## src/rtl/fpu_sb_pkg.sv

```systemverilog
// Shared types for the FPU response scoreboard: status flags, FSM states, NaN detection.
package fpu_sb_pkg;

  typedef struct packed {
    logic nv;
    logic dz;
    logic of;
    logic uf;
    logic nx;
  } fp_status_t;

  typedef enum logic [1:0] {
    SB_IDLE = 2'd0,
    SB_WAIT = 2'd1,
    SB_TOUT = 2'd2
  } sb_state_e;

  localparam int SB_MAX_W = 64;

  // Generic IEEE-style NaN test: exponent all ones and mantissa non-zero.
  function automatic logic fp_is_nan(input logic [SB_MAX_W-1:0] v,
                                     input int exp_w, input int man_w);
    logic exp_ones;
    logic man_nz;
    exp_ones = 1'b1;
    man_nz   = 1'b0;
    for (int i = 0; i < SB_MAX_W; i++) begin
      if (i < man_w)              man_nz   = man_nz | v[i];
      else if (i < man_w + exp_w) exp_ones = exp_ones & v[i];
    end
    return exp_ones & man_nz;
  endfunction

endpackage

```

## src/rtl/fpu_sb_fifo.sv

```systemverilog
// Expected-entry queue: power-of-2 depth, wrap-around pointers, occupancy count.
module fpu_sb_fifo #(
  parameter int W     = 22,
  parameter int DEPTH = 8
) (
  input  logic                     clk_i,
  input  logic                     rst_i,
  input  logic                     i_flush,
  input  logic                     i_push,
  input  logic                     i_pop,
  input  logic [W-1:0]             i_wdata,
  output logic [W-1:0]             o_rdata,
  output logic [$clog2(DEPTH):0]   o_count
);

  localparam int AW = $clog2(DEPTH);
  localparam int CW = AW + 1;

  logic [W-1:0]  r_mem [DEPTH];
  logic [AW-1:0] r_wr_ptr;
  logic [AW-1:0] r_rd_ptr;
  logic [CW-1:0] r_cnt;

  always_ff @(posedge clk_i) begin
    if (i_push && !i_flush) r_mem[r_wr_ptr] <= i_wdata;
  end

  // Caller guarantees push-on-full only alongside a pop, and no pop when empty.
  always_ff @(posedge clk_i or posedge rst_i) begin
    if (rst_i) begin
      r_wr_ptr <= '0;
      r_rd_ptr <= '0;
      r_cnt    <= '0;
    end else if (i_flush) begin
      r_wr_ptr <= '0;
      r_rd_ptr <= '0;
      r_cnt    <= '0;
    end else begin
      if (i_push) r_wr_ptr <= r_wr_ptr + AW'(1);
      if (i_pop)  r_rd_ptr <= r_rd_ptr + AW'(1);
      r_cnt <= r_cnt + CW'(i_push) - CW'(i_pop);
    end
  end

  assign o_rdata = r_mem[r_rd_ptr];
  assign o_count = r_cnt;

endmodule

```

## src/rtl/fpu_resp_scoreboard.sv

```systemverilog
// In-order scoreboard comparing observed FPU results/flags against queued expectations,
// with a watchdog that flags a stalled DUT.
module fpu_resp_scoreboard
  import fpu_sb_pkg::*;
#(
  parameter int EXP_W     = 5,
  parameter int MAN_W     = 10,
  parameter int DEPTH     = 8,
  parameter int TIMEOUT   = 64,
  parameter int NAN_RELAX = 1,
  localparam int DWIDTH   = 1 + EXP_W + MAN_W
) (
  input  logic                     clk_i,
  input  logic                     rst_i,
  input  logic                     exp_valid_i,
  output logic                     exp_ready_o,
  input  logic [DWIDTH-1:0]        exp_result_i,
  input  logic [4:0]               exp_status_i,
  input  logic                     exp_chk_status_i,
  input  logic                     out_valid_i,
  input  logic                     out_ready_i,
  input  logic [DWIDTH-1:0]        out_result_i,
  input  logic [4:0]               out_status_i,
  input  logic                     flush_i,
  output logic [$clog2(DEPTH):0]   pending_o,
  output logic                     full_o,
  output logic                     empty_o,
  output logic                     mismatch_o,
  output logic                     timeout_o,
  output logic [31:0]              err_cnt_o,
  output logic [31:0]              match_cnt_o
);

  localparam int CW = $clog2(DEPTH) + 1;
  localparam int EW = DWIDTH + 6;
  localparam int WW = $clog2(TIMEOUT) + 1;

  logic [CW-1:0]     w_cnt;
  logic [CW-1:0]     w_cnt_nxt;
  logic [EW-1:0]     w_wdata;
  logic [EW-1:0]     w_rdata;
  logic [DWIDTH-1:0] w_head_res;
  fp_status_t        w_head_st;
  logic              w_head_chk;
  logic              w_obs, w_empty, w_full, w_push, w_pop;
  logic              w_res_ok, w_st_ok, w_fail, w_pass;
  logic              w_tout_fire, w_err_inc;
  sb_state_e         r_state, w_state_nxt;
  logic [WW-1:0]     r_wdog, w_wdog_nxt;
  logic              r_mismatch, r_tout;
  logic [31:0]       r_err_cnt, r_match_cnt;

  assign w_obs   = out_valid_i & out_ready_i & ~flush_i;
  assign w_empty = (w_cnt == '0);
  assign w_full  = (w_cnt == CW'(DEPTH));
  assign w_pop   = w_obs & ~w_empty;
  // A push on full is still taken when the head leaves in the same cycle.
  assign w_push  = exp_valid_i & ~flush_i & (~w_full | w_pop);
  assign w_cnt_nxt = flush_i ? '0 : (w_cnt + CW'(w_push) - CW'(w_pop));

  assign w_wdata = {exp_chk_status_i, exp_status_i, exp_result_i};
  assign {w_head_chk, w_head_st, w_head_res} = w_rdata;

  fpu_sb_fifo #(
    .W     (EW),
    .DEPTH (DEPTH)
  ) u_fifo (
    .clk_i   (clk_i),
    .rst_i   (rst_i),
    .i_flush (flush_i),
    .i_push  (w_push),
    .i_pop   (w_pop),
    .i_wdata (w_wdata),
    .o_rdata (w_rdata),
    .o_count (w_cnt)
  );

  assign w_res_ok = (out_result_i == w_head_res) ||
                    ((NAN_RELAX != 0) &&
                     fp_is_nan(SB_MAX_W'(out_result_i), EXP_W, MAN_W) &&
                     fp_is_nan(SB_MAX_W'(w_head_res), EXP_W, MAN_W));
  assign w_st_ok  = ~w_head_chk | (w_head_st == out_status_i);
  assign w_fail   = w_obs & (w_empty | ~(w_res_ok & w_st_ok));
  assign w_pass   = w_pop & w_res_ok & w_st_ok;

  // Watchdog only runs while results are owed; any observed result restarts it.
  always_comb begin
    w_state_nxt = r_state;
    w_wdog_nxt  = r_wdog;
    w_tout_fire = 1'b0;
    if (flush_i) begin
      w_state_nxt = SB_IDLE;
      w_wdog_nxt  = '0;
    end else begin
      case (r_state)
        SB_IDLE: begin
          if (w_cnt_nxt != '0) begin
            w_state_nxt = SB_WAIT;
            w_wdog_nxt  = '0;
          end
        end
        SB_WAIT: begin
          if (w_cnt_nxt == '0) begin
            w_state_nxt = SB_IDLE;
            w_wdog_nxt  = '0;
          end else if (w_obs) begin
            w_wdog_nxt  = '0;
          end else if (r_wdog == WW'(TIMEOUT - 1)) begin
            w_state_nxt = SB_TOUT;
            w_wdog_nxt  = '0;
            w_tout_fire = 1'b1;
          end else begin
            w_wdog_nxt  = r_wdog + WW'(1);
          end
        end
        SB_TOUT: w_state_nxt = SB_TOUT;
        default: w_state_nxt = SB_IDLE;
      endcase
    end
  end

  assign w_err_inc = w_fail | w_tout_fire;

  always_ff @(posedge clk_i or posedge rst_i) begin
    if (rst_i) begin
      r_state     <= SB_IDLE;
      r_wdog      <= '0;
      r_tout      <= 1'b0;
      r_mismatch  <= 1'b0;
      r_err_cnt   <= '0;
      r_match_cnt <= '0;
    end else begin
      r_state    <= w_state_nxt;
      r_wdog     <= w_wdog_nxt;
      r_mismatch <= w_fail;
      if (flush_i)          r_tout <= 1'b0;
      else if (w_tout_fire) r_tout <= 1'b1;
      if (w_err_inc && (r_err_cnt != '1))  r_err_cnt   <= r_err_cnt + 32'd1;
      if (w_pass && (r_match_cnt != '1))   r_match_cnt <= r_match_cnt + 32'd1;
    end
  end

  assign exp_ready_o = ~w_full;
  assign pending_o   = w_cnt;
  assign full_o      = w_full;
  assign empty_o     = w_empty;
  assign mismatch_o  = r_mismatch;
  assign timeout_o   = r_tout;
  assign err_cnt_o   = r_err_cnt;
  assign match_cnt_o = r_match_cnt;

endmodule

```

## config.mk

```make
export PLATFORM = sky130hd
export DESIGN_NAME = fpu_resp_scoreboard
export DESIGN_NICKNAME = d
export VERILOG_FILES = /design/src/rtl/fpu_sb_pkg.sv /design/src/rtl/fpu_sb_fifo.sv /design/src/rtl/fpu_resp_scoreboard.sv
export SDC_FILE = /design/constraint.sdc
export NUM_CORES = 1
export LEC_CHECK = 0
export CAP_MARGIN = 20
export CORE_AREA = 5 5 203 185
export CTS_CLUSTER_DIAMETER = 150
export DETAILED_ROUTE_END_ITERATION = 10
export DIE_AREA = 0 0 208 190
export REMOVE_ABC_BUFFERS = 1
export SLEW_MARGIN = 40
export SYNTH_ARGS = -nofsm -noshare
export SYNTH_HDL_FRONTEND = slang
export SYNTH_SLANG_ARGS = --single-unit
```

## constraint.sdc

```tcl
create_clock -name clk_i -period 3.3 [get_ports clk_i]
set_clock_uncertainty 0.1 [all_clocks]
set_input_delay 0.495 -clock clk_i [delete_from_list [all_inputs] [get_ports clk_i]]
set_output_delay 0.495 -clock clk_i [all_outputs]
set_load 0.03 [all_outputs]
```

==> results_tabular.tex, run 1 <==
\begin{tabular}{lr}
\hline
Metric & Value \\
\hline
\multicolumn{2}{l}{\textbf{Synth}} \\
Synthesized flop and latch total & 261 \\
Unique masters post-synth & 63 \\
Adder-Cell Fraction of Synth Area & 0.01266 \\
Synth Area in XOR/XNOR & 0.06851 \\
Dominant synthesized flop cell & edfxtp\_1 \\
Main combinational cell family by area after synthesis & multiplexers \\
Number of warnings printed during yosys synthesis & 0 \\
Sequential fraction of the synthesis area & 0.6463 \\
Mean instance size in the synthesized netlist & 15.44 um2 \\
Synthesized-area fraction occupied by ao, oa, aoi and oai cells & 0.02095 \\
Post-Synth Simple-Gate Area & 0.1137 \\
Mapped Area & 11470 um2 \\
Number of enable-type register cells in the synthesized netlist & 176 \\
Multiplexer share of the synthesized area & 0.1165 \\
Fraction of synthesis flops using an asynchronous set or reset pin & 0.3257 \\
Synthesized instance count & 743 \\
\multicolumn{2}{l}{\textbf{GRT}} \\
Pin count of the biggest net entering global routing & 86 \\
Number of global-route vias before repair & 7067 \\
Initial antenna violation count & 0 \\
GRT Resource Usage Total & 0.1309 \\
GR Overflow Total & 0 \\
First-pass GRT wire length & 41200 um \\
\multicolumn{2}{l}{\textbf{Timing}} \\
Max-slew violation count & 0 \\
Final hold violation count & 0 \\
Final Setup Violations & 45 \\
FMAX & 287.0 MHz \\
Accumulated negative setup slack & -3.287 ns \\
Setup ws final & -0.1848 ns \\
Final period utilization & 1.056 \\
Unrepaired setup endpoints after global routing & true \\
Worst slew margin relative to its limit & 0.5872 \\
Worst Max-Slew Pin Slew & 0.6192 ns \\
Min Tclk post-route & 3.485 ns \\
\multicolumn{2}{l}{\textbf{Final layout}} \\
Most frequent standard cell in the layout excluding fill and tap cells & edfxtp\_1 \\
Share of post-route cells with drive strength above 1 & 0.2741 \\
Final Instance Area & 15330 um2 \\
Sequential cell area & 7418 um2 \\
Combined area of the multi-input logic cells & 4088 um2 \\
Fill cells & 3208 \\
Relative area change from synthesis to final layout & 33.65\% \\
\# diodes & 0 \\
Final \#Nets & 1025 \\
Post-layout instance count excluding filler cells & 1461 \\
Leading cell types in the layout, fill and taps excluded & 176 x edfxtp\_1, 121 x clkdlybuf4s50\_1, 82 x dfrtp\_1 \\
\multicolumn{2}{l}{\textbf{Route}} \\
Routed length per instance & 18.22 um \\
Vias & 6979 \\
Number of violations reported at the end of detailed-routing iteration 0 & 375 \\
DRC violations left & 0 \\
Number of optimization iterations in the first detailed-route pass & 4 \\
Post-detailed-route via-to-cell ratio & 4.777 \\
Number of nets with antenna violations after routing & 0 \\
Final wirelength & 26620 um \\
\multicolumn{2}{l}{\textbf{Placement}} \\
Post-placement cell count & 1390 \\
Placer's final routability congestion estimate & 0.7847 \\
Total cell area at the placement stage & 13880 um2 \\
Number of buffers inserted by port buffering & 121 \\
Estimated wirelength of the detail-placed design & 17850 um \\
Setup WS pre-CTS & -0.8050 ns \\
\multicolumn{2}{l}{\textbf{Power and ir drop}} \\
PwrDens & 541.2 nW/um2 \\
Static leakage & 5.544 nW \\
Worst voltage drop across the vdd grid & 0.3877 mV \\
\multicolumn{2}{l}{\textbf{Clock tree}} \\
Number of clock buffers inserted by TritonCTS & 28 \\
CTS clock-pin slew for the worst setup and hold paths & 0.06 ns \\
Maximum number of buffers from clock root to sink & 3 \\
CTS tree & yes \\
Root buffer selected by CTS & clkbuf\_16 \\
Clock network latency to the later pin of the worst-skew pair & 0.56 ns \\
Clock sink count & 261 \\
Number of levels in the clock H-tree & 1 \\
\multicolumn{2}{l}{\textbf{Worst setup path}} \\
Logic depth of the worst register-to-register path & 15 \\
Required time at the endpoint of the critical path & 3.64 ns \\
Reg-to-reg slack, setup & -0.17 ns \\
Endpoint arrival time on the critical path & 3.82 ns \\
End of the worst register-to-register path & err\_cnt\_o[19] \\
Worst Setup Start Kind & input pin \\
Capturing element type of the critical path & flip-flop \\
Crit path max fanout & 16 \\
Start of the worst register-to-register path & u\_fifo.o\_count[2] \\
CP Class & input pin to flip-flop \\
\multicolumn{2}{l}{\textbf{Outcome}} \\
Run status & finished with violations \\
Failing checks & negative setup slack \\
\multicolumn{2}{l}{\textbf{Die}} \\
Placeable Area & 35510 um2 \\
Num rows & 66 \\
I/O pins & 122 \\
Height of the die & 190 um \\
Initial cell density of the core & 0.3230 \\
Area of the die & 39520 um2 \\
Die width & 208 um \\
\multicolumn{2}{l}{\textbf{Worst hold path}} \\
Worst min-delay path category & input pin to async pin \\
\multicolumn{2}{l}{\textbf{Flow run}} \\
Max\_cap viols & 0 \\
\hline
\end{tabular}
## critical path: stages
cell and delay, ns:
clkdlybuf4s50_1 0.47, nand2_1 0.08, or2_0 0.24, or3_4 0.36, ha_1 0.28, a21o_1 0.17, a21oi_2 0.15, xor2_1 0.22
nor4_2 0.08, nand4b_1 0.24, nand2b_1 0.17, o31ai_4 0.08, buf_12 0.17, or4_1 0.48, xnor2_1 0.14
## kinds of logic (layout without fill, tap and decap cells)
| logic type | Yosys count | count (layout) |
|---|---|---|
| and+or+nand+nor | 229 | 229 |
| muxes | 81 | 81 |
| buffers and inverters | 41 | 283 |
| DFF | 261 | 261 |
| adders and majority gates | 11 | 11 |
| AOI/OAI and AO/OA | 32 | 32 |
| xor gates and xnor gates | 88 | 88 |
## synth_stat cells (2+ instances only)
master    number  area (um2)
edfxtp_1     176        5285
dfrtp_1       85        2127
xnor2_1       50       437.9
nand2_1       43       161.4
mux4_2        39       878.3
mux2i_1       36       360.4
xor2_1        36       315.3
nor2_1        35       131.4
nand3_1       28       140.1
and3_1        24       150.1
nand4_1       22       137.6
buf_2         12       60.06
nor3_1        11       55.05
ha_1          10       125.1
o21ai_0       10       50.05
inv_1          9       33.78
nand2b_1       9       56.30
buf_6          8       90.09
a21oi_1        7       35.03
clkbuf_1       7       26.28
nor2b_1        7       43.79
and2_1         6       37.54
or3_1          6       37.54
or4_1          6       45.04
nor4_1         5       31.28
and4_1         3       26.28
nand4b_1       3       26.28
nor3_2         3       30.03
nor3b_2        3       37.54
or2_2          3       18.77
buf_1          2       7.510
mux2_2         2       22.52
mux2_4         2       30.03
mux2i_4        2       45.04
nor4_2         2       25.02
o22ai_1        2       12.51
or4_4          2       22.52
xnor2_2        2       32.53
## report_power, final
part	switching (mW)	internal (mW)
logic	0.705	0.678
registers	0.101	3.64
clock network	1.29	1.88
total	2.10	6.20
## flip-flops by register name (all words and copies together), names as in the netlist
name             flops
u_fifo.o_count       4
err_cnt_o           32
u_fifo.r_rd_ptr      3
match_cnt_o         32
r_wdog               7
u_fifo.r_wr_ptr      3
timeout_o            1
mismatch_o           1
u_fifo.r_mem       176
r_state              2
## how the worst max path moves through the flow
stage                    end  depth (start not counted)  slack, ns                from
2_1_floorplan   err_cnt_o[1]                          8      -1.43  u_fifo.r_rd_ptr[1]
3_3_place_gp    err_cnt_o[1]                         14      -0.72         out_valid_i
3_5_place_dp    err_cnt_o[1]                         14      -0.80         out_valid_i
4_1_cts        err_cnt_o[19]                         15      -0.18   u_fifo.o_count[2]
5_1_grt        err_cnt_o[19]                         15      -0.30   u_fifo.o_count[2]
6_report       err_cnt_o[19]                         15      -0.18         out_valid_i
## timing repair
item / in CTS / in global routing
gates resized for setup: 21 / 51
hold endpoints to repair: 0 / 0
buffers inserted: 11 / 8
hold buffers: 0 / 0
cloned: 2 / 2
endpoints found under the setup margin: 67 / 64
pin swaps: 4 / 25
## metal layers
| layer | GRT usage | up-vias | routed length, um |
|---|---|---|---|
| met4 | 0.02955 | 0 | 512 |
| met1 | 0.1868 | 3519 | 12510 |
| met2 | 0.2066 | 179 | 12250 |
| met5 | 0 | - | 0 |
| li1 | - | 3243 | - |
| met3 | 0.02918 | 38 | 1354 |
## metrics by stage
stage	hold WS (ns)	power, mW	utilization
final	0.2749	8.296	0.4316
after global routing	0.3254	8.667	0.4316
after CTS	0.2965	8.378	0.4237
after detailed placement	0.3793	5.111	0.3908
after global placement	0.3773	5.090	0.3908
after floorplan	0.3598	4.476	-
## layout make-up
type                    count  share of cell area
repair buffers            224              0.1469
inverters                   9            0.002286
flip-flops and latches    261              0.4840
well taps                 476             0.03886
clock buffers              37             0.04996
multi-input cells         441              0.2667
clock inverters            13             0.01135
Note: power is estimated with default switching activity, not from simulation.
==> inputs of run 2 (changes only) <==
--- a/config.mk
+++ b/config.mk
@@ -6,10 +6,11 @@
 export NUM_CORES = 1
 export LEC_CHECK = 0
 export CAP_MARGIN = 20
-export CORE_AREA = 5 5 203 185
+export CORE_AREA = 5 5 165 151
 export CTS_CLUSTER_DIAMETER = 150
 export DETAILED_ROUTE_END_ITERATION = 10
-export DIE_AREA = 0 0 208 190
+export DIE_AREA = 0 0 170 156
+export PLACE_DENSITY = 0.75
 export REMOVE_ABC_BUFFERS = 1
 export SLEW_MARGIN = 40
 export SYNTH_ARGS = -nofsm -noshare
==> run 2 against run 1 <==
Effect of this change: the run still ends with negative setup slack left; worst hold slack worse by 0.020 ns; first-iteration DRC count up 75%; die area down 33%; routed wire length down 10%; core utilization up 20 points; final area down 4.5%; via count down 1.0%; worst setup slack worse by 0.034 ns; largest cell class unchanged.
==> results_tabular.tex, run 2 (same netlist as run 1, synthesis figures left out) <==
\begin{tabular}{lr}
\hline
Metric & Value \\
\hline
\multicolumn{2}{l}{\textbf{Die}} \\
Height of the die & 156 um (-18\%) \\
Initial cell density of the core & 0.4984 (+0.1754) \\
I/O pins & 122 (unchanged) \\
Num rows & 53 (-20\%) \\
Die width & 170 um (-18\%) \\
Placeable Area & 23010 um2 (-35\%) \\
Area of the die & 26520 um2 (-33\%) \\
\multicolumn{2}{l}{\textbf{GRT}} \\
Pin count of the biggest net entering global routing & 54 (-37\%) \\
Initial antenna violation count & 1 (+1) \\
GR Overflow Total & 0 (unchanged) \\
Number of global-route vias before repair & 6824 (-3.4\%) \\
First-pass GRT wire length & 37330 um (-9.4\%) \\
GRT Resource Usage Total & 0.1769 (+0.04608) \\
\multicolumn{2}{l}{\textbf{Timing}} \\
Unrepaired setup endpoints after global routing & true \\
FMAX & 284.2 MHz (-0.96\%) \\
Max-slew violation count & 0 (unchanged) \\
Worst Max-Slew Pin Slew & 0.6313 ns (+0.01208 ns) \\
Final hold violation count & 0 (unchanged) \\
Setup ws final & -0.2185 ns (-0.03376 ns) \\
Final Setup Violations & 32 (-29\%) \\
Min Tclk post-route & 3.519 ns (+0.03376 ns) \\
Final period utilization & 1.066 (+0.01023) \\
Worst slew margin relative to its limit & 0.5759 (-0.01129) \\
\multicolumn{2}{l}{\textbf{Route}} \\
Number of nets with antenna violations after routing & 0 (unchanged) \\
Final wirelength & 23830 um (-10\%) \\
DRC violations left & 0 (unchanged) \\
Number of optimization iterations in the first detailed-route pass & 7 (+3) \\
Number of violations reported at the end of detailed-routing iteration 0 & 655 (+75\%) \\
Routed length per instance & 18.71 um (+2.6\%) \\
Vias & 6908 (-1.0\%) \\
Post-detailed-route via-to-cell ratio & 5.422 (+14\%) \\
\multicolumn{2}{l}{\textbf{Worst setup path}} \\
Capturing element type of the critical path & flip-flop \\
CP max stage delay & 0.48 ns (about the same) \\
Endpoint arrival time on the critical path & 3.83 ns (about the same) \\
CP Class & flip-flop to flip-flop \\
Required time at the endpoint of the critical path & 3.61 ns (-0.03 ns) \\
Slowest-stage cell, CP & fa\_2 \\
CP bufs+invs & 2 (unchanged) \\
Crit path max fanout & 15 (-1) \\
Cell seen most often among critical-path stages & ha\_1 \\
Cells traversed along the worst timing path & inv\_2 -> ha\_1 -> and2\_1 -> or3\_4 -> o21ai\_0 -> ha\_1 -> fa\_2 -> nor4\_2 -> nand4b\_1 -> nand2b\_1 -> o31ai\_4 -> buf\_12 -> nor2\_2 -> mux2\_4 \\
Worst Setup Start Kind & flip-flop \\
Crit-path leading delay family & simple AND/OR/NAND/NOR gates \\
\multicolumn{2}{l}{\textbf{Placement}} \\
Setup WS pre-CTS & -0.7245 ns (+0.08048 ns) \\
Placer's final routability congestion estimate & 0.8113 (+3.4\%) \\
Estimated wirelength of the detail-placed design & 16460 um (-7.8\%) \\
Number of buffers inserted by port buffering & 121 (unchanged) \\
\multicolumn{2}{l}{\textbf{Power and ir drop}} \\
Static leakage & 5.357 nW (-3.4\%) \\
PwrDens & 533.0 nW/um2 (-1.5\%) \\
Worst voltage drop across the vdd grid & 0.4291 mV (+11\%) \\
Power, Total & 7.800 mW (-6.0\%) \\
\multicolumn{2}{l}{\textbf{Final layout}} \\
\# diodes & 0 (unchanged) \\
Largest register FFs & 176 (unchanged) \\
Leading cell types in the layout, fill and taps excluded & 176 x edfxtp\_1, 121 x clkdlybuf4s50\_1, 82 x dfrtp\_1 \\
Share of post-route cells with drive strength above 1 & 0.2284 (-0.04572) \\
Fill cells & 1642 (-49\%) \\
Relative area change from synthesis to final layout & 27.61\% \\
Sequential cell area & 7416 um2 (about the same) \\
Most frequent standard cell in the layout excluding fill and tap cells & edfxtp\_1 \\
Largest reg by FF count & u\_fifo.r\_mem \\
Final \#Nets & 1012 (-1.3\%) \\
Combined area of the multi-input logic cells & 3923 um2 (-4.0\%) \\
\multicolumn{2}{l}{\textbf{Flow run}} \\
Max\_cap viols & 0 (unchanged) \\
\multicolumn{2}{l}{\textbf{Clock tree}} \\
CTS clock-pin slew for the worst setup and hold paths & 0.06 ns (about the same) \\
Clock sink count & 261 (unchanged) \\
Number of levels in the clock H-tree & 1 (unchanged) \\
Root buffer selected by CTS & clkbuf\_16 \\
CTS Hold Bufs & 0 (unchanged) \\
CTS tree & yes \\
Number of clock buffers inserted by TritonCTS & 26 (-7.1\%) \\
Clock network latency to the later pin of the worst-skew pair & 0.52 ns (-0.04 ns) \\
Maximum number of buffers from clock root to sink & 3 (unchanged) \\
\multicolumn{2}{l}{\textbf{Worst hold path}} \\
Worst min-delay path category & input pin to async pin \\
\multicolumn{2}{l}{\textbf{Outcome}} \\
Run status & finished with violations \\
Failing checks & negative setup slack \\
\hline
\end{tabular}
==> run 2: cell types whose count changed in the layout (fill, tap and decap cells not counted), sizes merged <==
cell | previous run | this run
buf | 102 | 90
bufinv | 3 | 0
clkinv | 8 | 4
clkbuf | 38 | 47
clkinvlp | 2 | 0
inv | 9 | 8
==> run 2: final cells by class <==
class                      instances  share of cell area
timing repair buffer             213              0.1440
clock inverter                     3           0.0009404
tap                              302             0.02582
multi-input combinational        441              0.2680
inverter                           9            0.002394
sequential                       261              0.5067
clock buffer                      45             0.05215
==> run 2: final timing paths <==
path / cells after the start / slack [ns] / start / to
worst max register to register: 14 / -0.22 / u_fifo.o_count[2] / err_cnt_o[1]
worst min register to register: 1 / 0.39 / match_cnt_o[12] / match_cnt_o[12]
min in group clk_i: 1 / 0.39 / match_cnt_o[12] / match_cnt_o[12]
max in group asynchronous: 3 / 2.49 / rst_i / err_cnt_o[30]
worst min-delay path: 3 / 0.25 / rst_i / match_cnt_o[14]
worst max-delay path: 14 / -0.22 / u_fifo.o_count[2] / err_cnt_o[1]
==> run 2: metrics by stage <==
stage          cell area [um2]  setup TNS [ns]  hold slack [ns]  std cells    util
3_5_place_dp             13630          -24.37           0.3821       1212  0.5923
2_1_floorplan            11260         -107.47           0.3598        711       -
4_1_cts                  14470          -3.497           0.2436       1264  0.6286
5_1_grt                  14640          -10.46           0.2786       1274  0.6360
6_report                 14640          -5.447           0.2546       1274  0.6360
3_3_place_gp             13630          -21.62           0.3755       1212  0.5923
==> run 2: layer usage <==
layer,share of wire,vias to the layer above,global-route usage,wire [um]
met5,0.00029,-,0,7
met4,0.015,2,0.03004,346
met3,0.052,31,0.02914,1250
met2,0.49,173,0.2971,11660
met1,0.44,3489,0.2507,10570
li1,-,3213,-,-
==> run 2: repair_timing <==
item                                    4_1_cts  5_1_grt
resized for setup                             7       13
pin swaps                                     2        7
endpoints found under the setup margin       34       66
cloned                                        0        2
setup buffers                                 4        8
==> run 2: worst register-to-register path, cell delays in order (launching register included) <==
cell and delay (ns):
dfrtp_1 0.36, inv_2 0.05, ha_1 0.18, and2_1 0.15, or3_4 0.38, o21ai_0 0.08
ha_1 0.23, fa_2 0.48, nor4_2 0.32, nand4b_1 0.21, nand2b_1 0.12, o31ai_4 0.22
buf_12 0.19, nor2_2 0.06, mux2_4 0.30
==> run 2: power breakdown <==
part	switching, mW	internal (mW)
clock	1.14	1.56
sequential	0.0939	3.64
combinational	0.691	0.679
==> inputs of run 3 (changes only) <==
--- a/config.mk
+++ b/config.mk
@@ -6,10 +6,10 @@
 export NUM_CORES = 1
 export LEC_CHECK = 0
 export CAP_MARGIN = 20
-export CORE_AREA = 5 5 165 151
+export CORE_AREA = 5 5 186 134
 export CTS_CLUSTER_DIAMETER = 150
 export DETAILED_ROUTE_END_ITERATION = 10
-export DIE_AREA = 0 0 170 156
+export DIE_AREA = 0 0 191 139
 export PLACE_DENSITY = 0.75
 export REMOVE_ABC_BUFFERS = 1
 export SLEW_MARGIN = 40
==> run 3 against run 2 <==
Effect of this change: register-to-register slack worse by 0.10 ns; global-route usage up 0.56 points; clock-buffer cell count down 12; the run still ends with negative setup slack left; total power up 0.79%; highest routed layer is now met4; routed wire length up 6.9%.
==> results_tabular.tex, run 3 (same netlist as run 1, synthesis figures left out) <==
\begin{tabular}{lr}
\hline
Metric & Value \\
\hline
\multicolumn{2}{l}{\textbf{Outcome}} \\
Run status & finished with violations \\
Failing checks & negative setup slack \\
\multicolumn{2}{l}{\textbf{Die}} \\
Placeable Area & 23110 um2 (+0.44\%) \\
Die width & 191 um (+12\%) \\
Initial cell density of the core & 0.4962 (-0.002159) \\
Area of the die & 26550 um2 (+0.11\%) \\
Num rows & 47 (-11\%) \\
I/O pins & 122 (unchanged) \\
Height of the die & 139 um (-11\%) \\
\multicolumn{2}{l}{\textbf{Placement}} \\
Estimated wirelength of the detail-placed design & 16740 um (+1.7\%) \\
Number of buffers inserted by port buffering & 121 (unchanged) \\
Placer's final routability congestion estimate & 0.7869 (-3.0\%) \\
\multicolumn{2}{l}{\textbf{Clock tree}} \\
Maximum number of buffers from clock root to sink & 3 (unchanged) \\
Root buffer selected by CTS & clkbuf\_16 \\
CTS Hold Bufs & 0 (unchanged) \\
CTS tree & yes \\
CTS clock-pin slew for the worst setup and hold paths & 0.06 ns (about the same) \\
Clock network latency to the later pin of the worst-skew pair & 0.53 ns (about the same) \\
Number of levels in the clock H-tree & 1 (unchanged) \\
Number of clock buffers inserted by TritonCTS & 25 (-3.8\%) \\
Clock sink count & 261 (unchanged) \\
\multicolumn{2}{l}{\textbf{Route}} \\
Number of violations reported at the end of detailed-routing iteration 0 & 504 (-23\%) \\
Post-detailed-route via-to-cell ratio & 5.412 (-0.20\%) \\
Number of optimization iterations in the first detailed-route pass & 4 (-3) \\
Routed length per instance & 19.60 um (+4.8\%) \\
Vias & 7035 (+1.8\%) \\
Final wirelength & 25480 um (+6.9\%) \\
DRC violations left & 0 (unchanged) \\
Number of nets with antenna violations after routing & 0 (unchanged) \\
\multicolumn{2}{l}{\textbf{Power and ir drop}} \\
Static leakage & 5.476 nW (+2.2\%) \\
Combinational share of power & 0.183 (+0.007) \\
Clk pwr share & 0.342 (-0.004) \\
P\_sw & 2.005 mW (+4.2\%) \\
Worst voltage drop across the vdd grid & 0.4696 mV (+9.4\%) \\
Internal & 5.857 mW (-0.34\%) \\
PwrDens & 525.8 nW/um2 (-1.3\%) \\
Power, Total & 7.862 mW (+0.79\%) \\
Register share of total power & 0.475 (-0.004) \\
Switching part of the total power & 0.2550 (+0.008422) \\
\multicolumn{2}{l}{\textbf{GRT}} \\
GRT Resource Usage Total & 0.1826 (+0.005603) \\
Number of global-route vias before repair & 6968 (+2.1\%) \\
GR Overflow Total & 0 (unchanged) \\
Initial antenna violation count & 0 (-1) \\
First-pass GRT wire length & 38490 um (+3.1\%) \\
Pin count of the biggest net entering global routing & 86 (+59\%) \\
\multicolumn{2}{l}{\textbf{Worst setup path}} \\
Worst Setup Start Kind & input pin \\
Capturing element type of the critical path & flip-flop \\
Slowest-stage cell, CP & clkdlybuf4s50\_1 \\
CP max stage delay & 0.49 ns (about the same) \\
Cells traversed along the worst timing path & clkdlybuf4s50\_1 -> nand2\_2 -> or2\_4 -> or3\_4 -> ha\_4 -> a21o\_1 -> a21oi\_2 -> xor2\_2 -> nor4\_4 -> nand4b\_1 -> buf\_4 -> nand2\_4 -> o31ai\_4 -> buf\_12 -> or4\_4 -> xnor2\_2 \\
Required time at the endpoint of the critical path & 3.59 ns (-0.02 ns) \\
Crit-path leading delay family & simple AND/OR/NAND/NOR gates \\
CP Class & input pin to flip-flop \\
Crit path max fanout & 9 (-6) \\
CP bufs+invs & 3 (+1) \\
Endpoint arrival time on the critical path & 3.93 ns (+0.10 ns) \\
\multicolumn{2}{l}{\textbf{Final layout}} \\
\# diodes & 0 (unchanged) \\
Most frequent standard cell in the layout excluding fill and tap cells & edfxtp\_1 \\
Largest register FFs & 176 (unchanged) \\
Relative area change from synthesis to final layout & 30.37\% \\
Final \#Nets & 1023 (+1.1\%) \\
Largest reg by FF count & u\_fifo.r\_mem \\
Share of post-route cells with drive strength above 1 & 0.2729 (+0.04452) \\
Leading cell types in the layout, fill and taps excluded & 176 x edfxtp\_1, 121 x clkdlybuf4s50\_1, 82 x dfrtp\_1 \\
\multicolumn{2}{l}{\textbf{Flow run}} \\
Max\_cap viols & 0 (unchanged) \\
\multicolumn{2}{l}{\textbf{Worst hold path}} \\
Worst min-delay path category & input pin to async pin \\
\multicolumn{2}{l}{\textbf{Timing}} \\
Worst slew margin relative to its limit & 0.6077 (+0.03177) \\
Accumulated negative setup slack & -7.954 ns (-2.508 ns) \\
Min Tclk post-route & 3.642 ns (+0.1237 ns) \\
Unrepaired setup endpoints after global routing & true \\
Setup ws final & -0.3423 ns (-0.1237 ns) \\
FMAX & 274.6 MHz (-3.4\%) \\
Worst Max-Slew Pin Slew & 0.5840 ns (-0.04729 ns) \\
Final Setup Violations & 33 (+3.1\%) \\
Final hold violation count & 0 (unchanged) \\
Max-slew violation count & 0 (unchanged) \\
Final period utilization & 1.104 (+0.03750) \\
\hline
\end{tabular}
==> run 3: layer usage <==
metal,global-route usage,vias to the layer above,wire [um]
met2,0.2885,220,12110
met1,0.2702,3534,11330
li1,-,3247,-
met3,0.02919,34,1555
met4,0.04193,0,488
met5,0,-,0
==> run 3: final timing paths <==
path,from,end,slack [ns],depth (start not counted)
min,rst_i,err_cnt_o[9],0.32,3
min in group clk_i,match_cnt_o[22],match_cnt_o[22],0.39,1
max in group asynchronous,rst_i,u_fifo.r_rd_ptr[0],2.41,3
max,out_valid_i,err_cnt_o[17],-0.34,16
min reg2reg,match_cnt_o[22],match_cnt_o[22],0.39,1
max reg2reg,u_fifo.o_count[2],err_cnt_o[17],-0.32,16
==> run 3: what timing repair did <==
action,4_1_cts,5_1_grt
resized for setup,17,58
setup endpoints to repair,61,69
gates cloned,1,4
buffers inserted,5,6
pin swaps,3,21
==> run 3: power groups by stage <==
stage	Sequential [mW]	Combinational, mW	Clock, mW
2_1_floorplan	3.91	0.563	0
3_3_place_gp	3.80	1.25	0
3_5_place_dp	3.81	1.27	0
4_1_cts	3.73	1.34	2.75
5_1_grt	3.75	1.54	2.88
6_report	3.74	1.44	2.69
==> run 3: final cells by class <==
class	instances	area [um2]
Timing Repair Buffer	225	2237
Inverter	9	35.03
Clock buffer	33	665.6
Tap cell	318	397.9
Fill cell	1621	8159
Multi-Input combinational cell	441	4100
Clock inverter	13	97.59
Sequential cell	261	7418
==> run 3: tightest hold or removal path: cells and delay by family <==
kind / cells / cell delay (ns)
buf+inv: 3 / 0.86
==> run 3: stage by stage <==
stage	instance area [um2]	instances	worst slack [ns]	hold WS (ns)	util
floorplan	11260	711	-1.430	0.3598	-
global placement	13710	1239	-0.6786	0.3775	0.5931
detailed placement	13710	1239	-0.8003	0.3811	0.5931
CTS	14620	1291	-0.2107	0.3221	0.6326
global route	14950	1300	-0.4747	0.3639	0.6470
finish	14950	1300	-0.3423	0.3237	0.6470
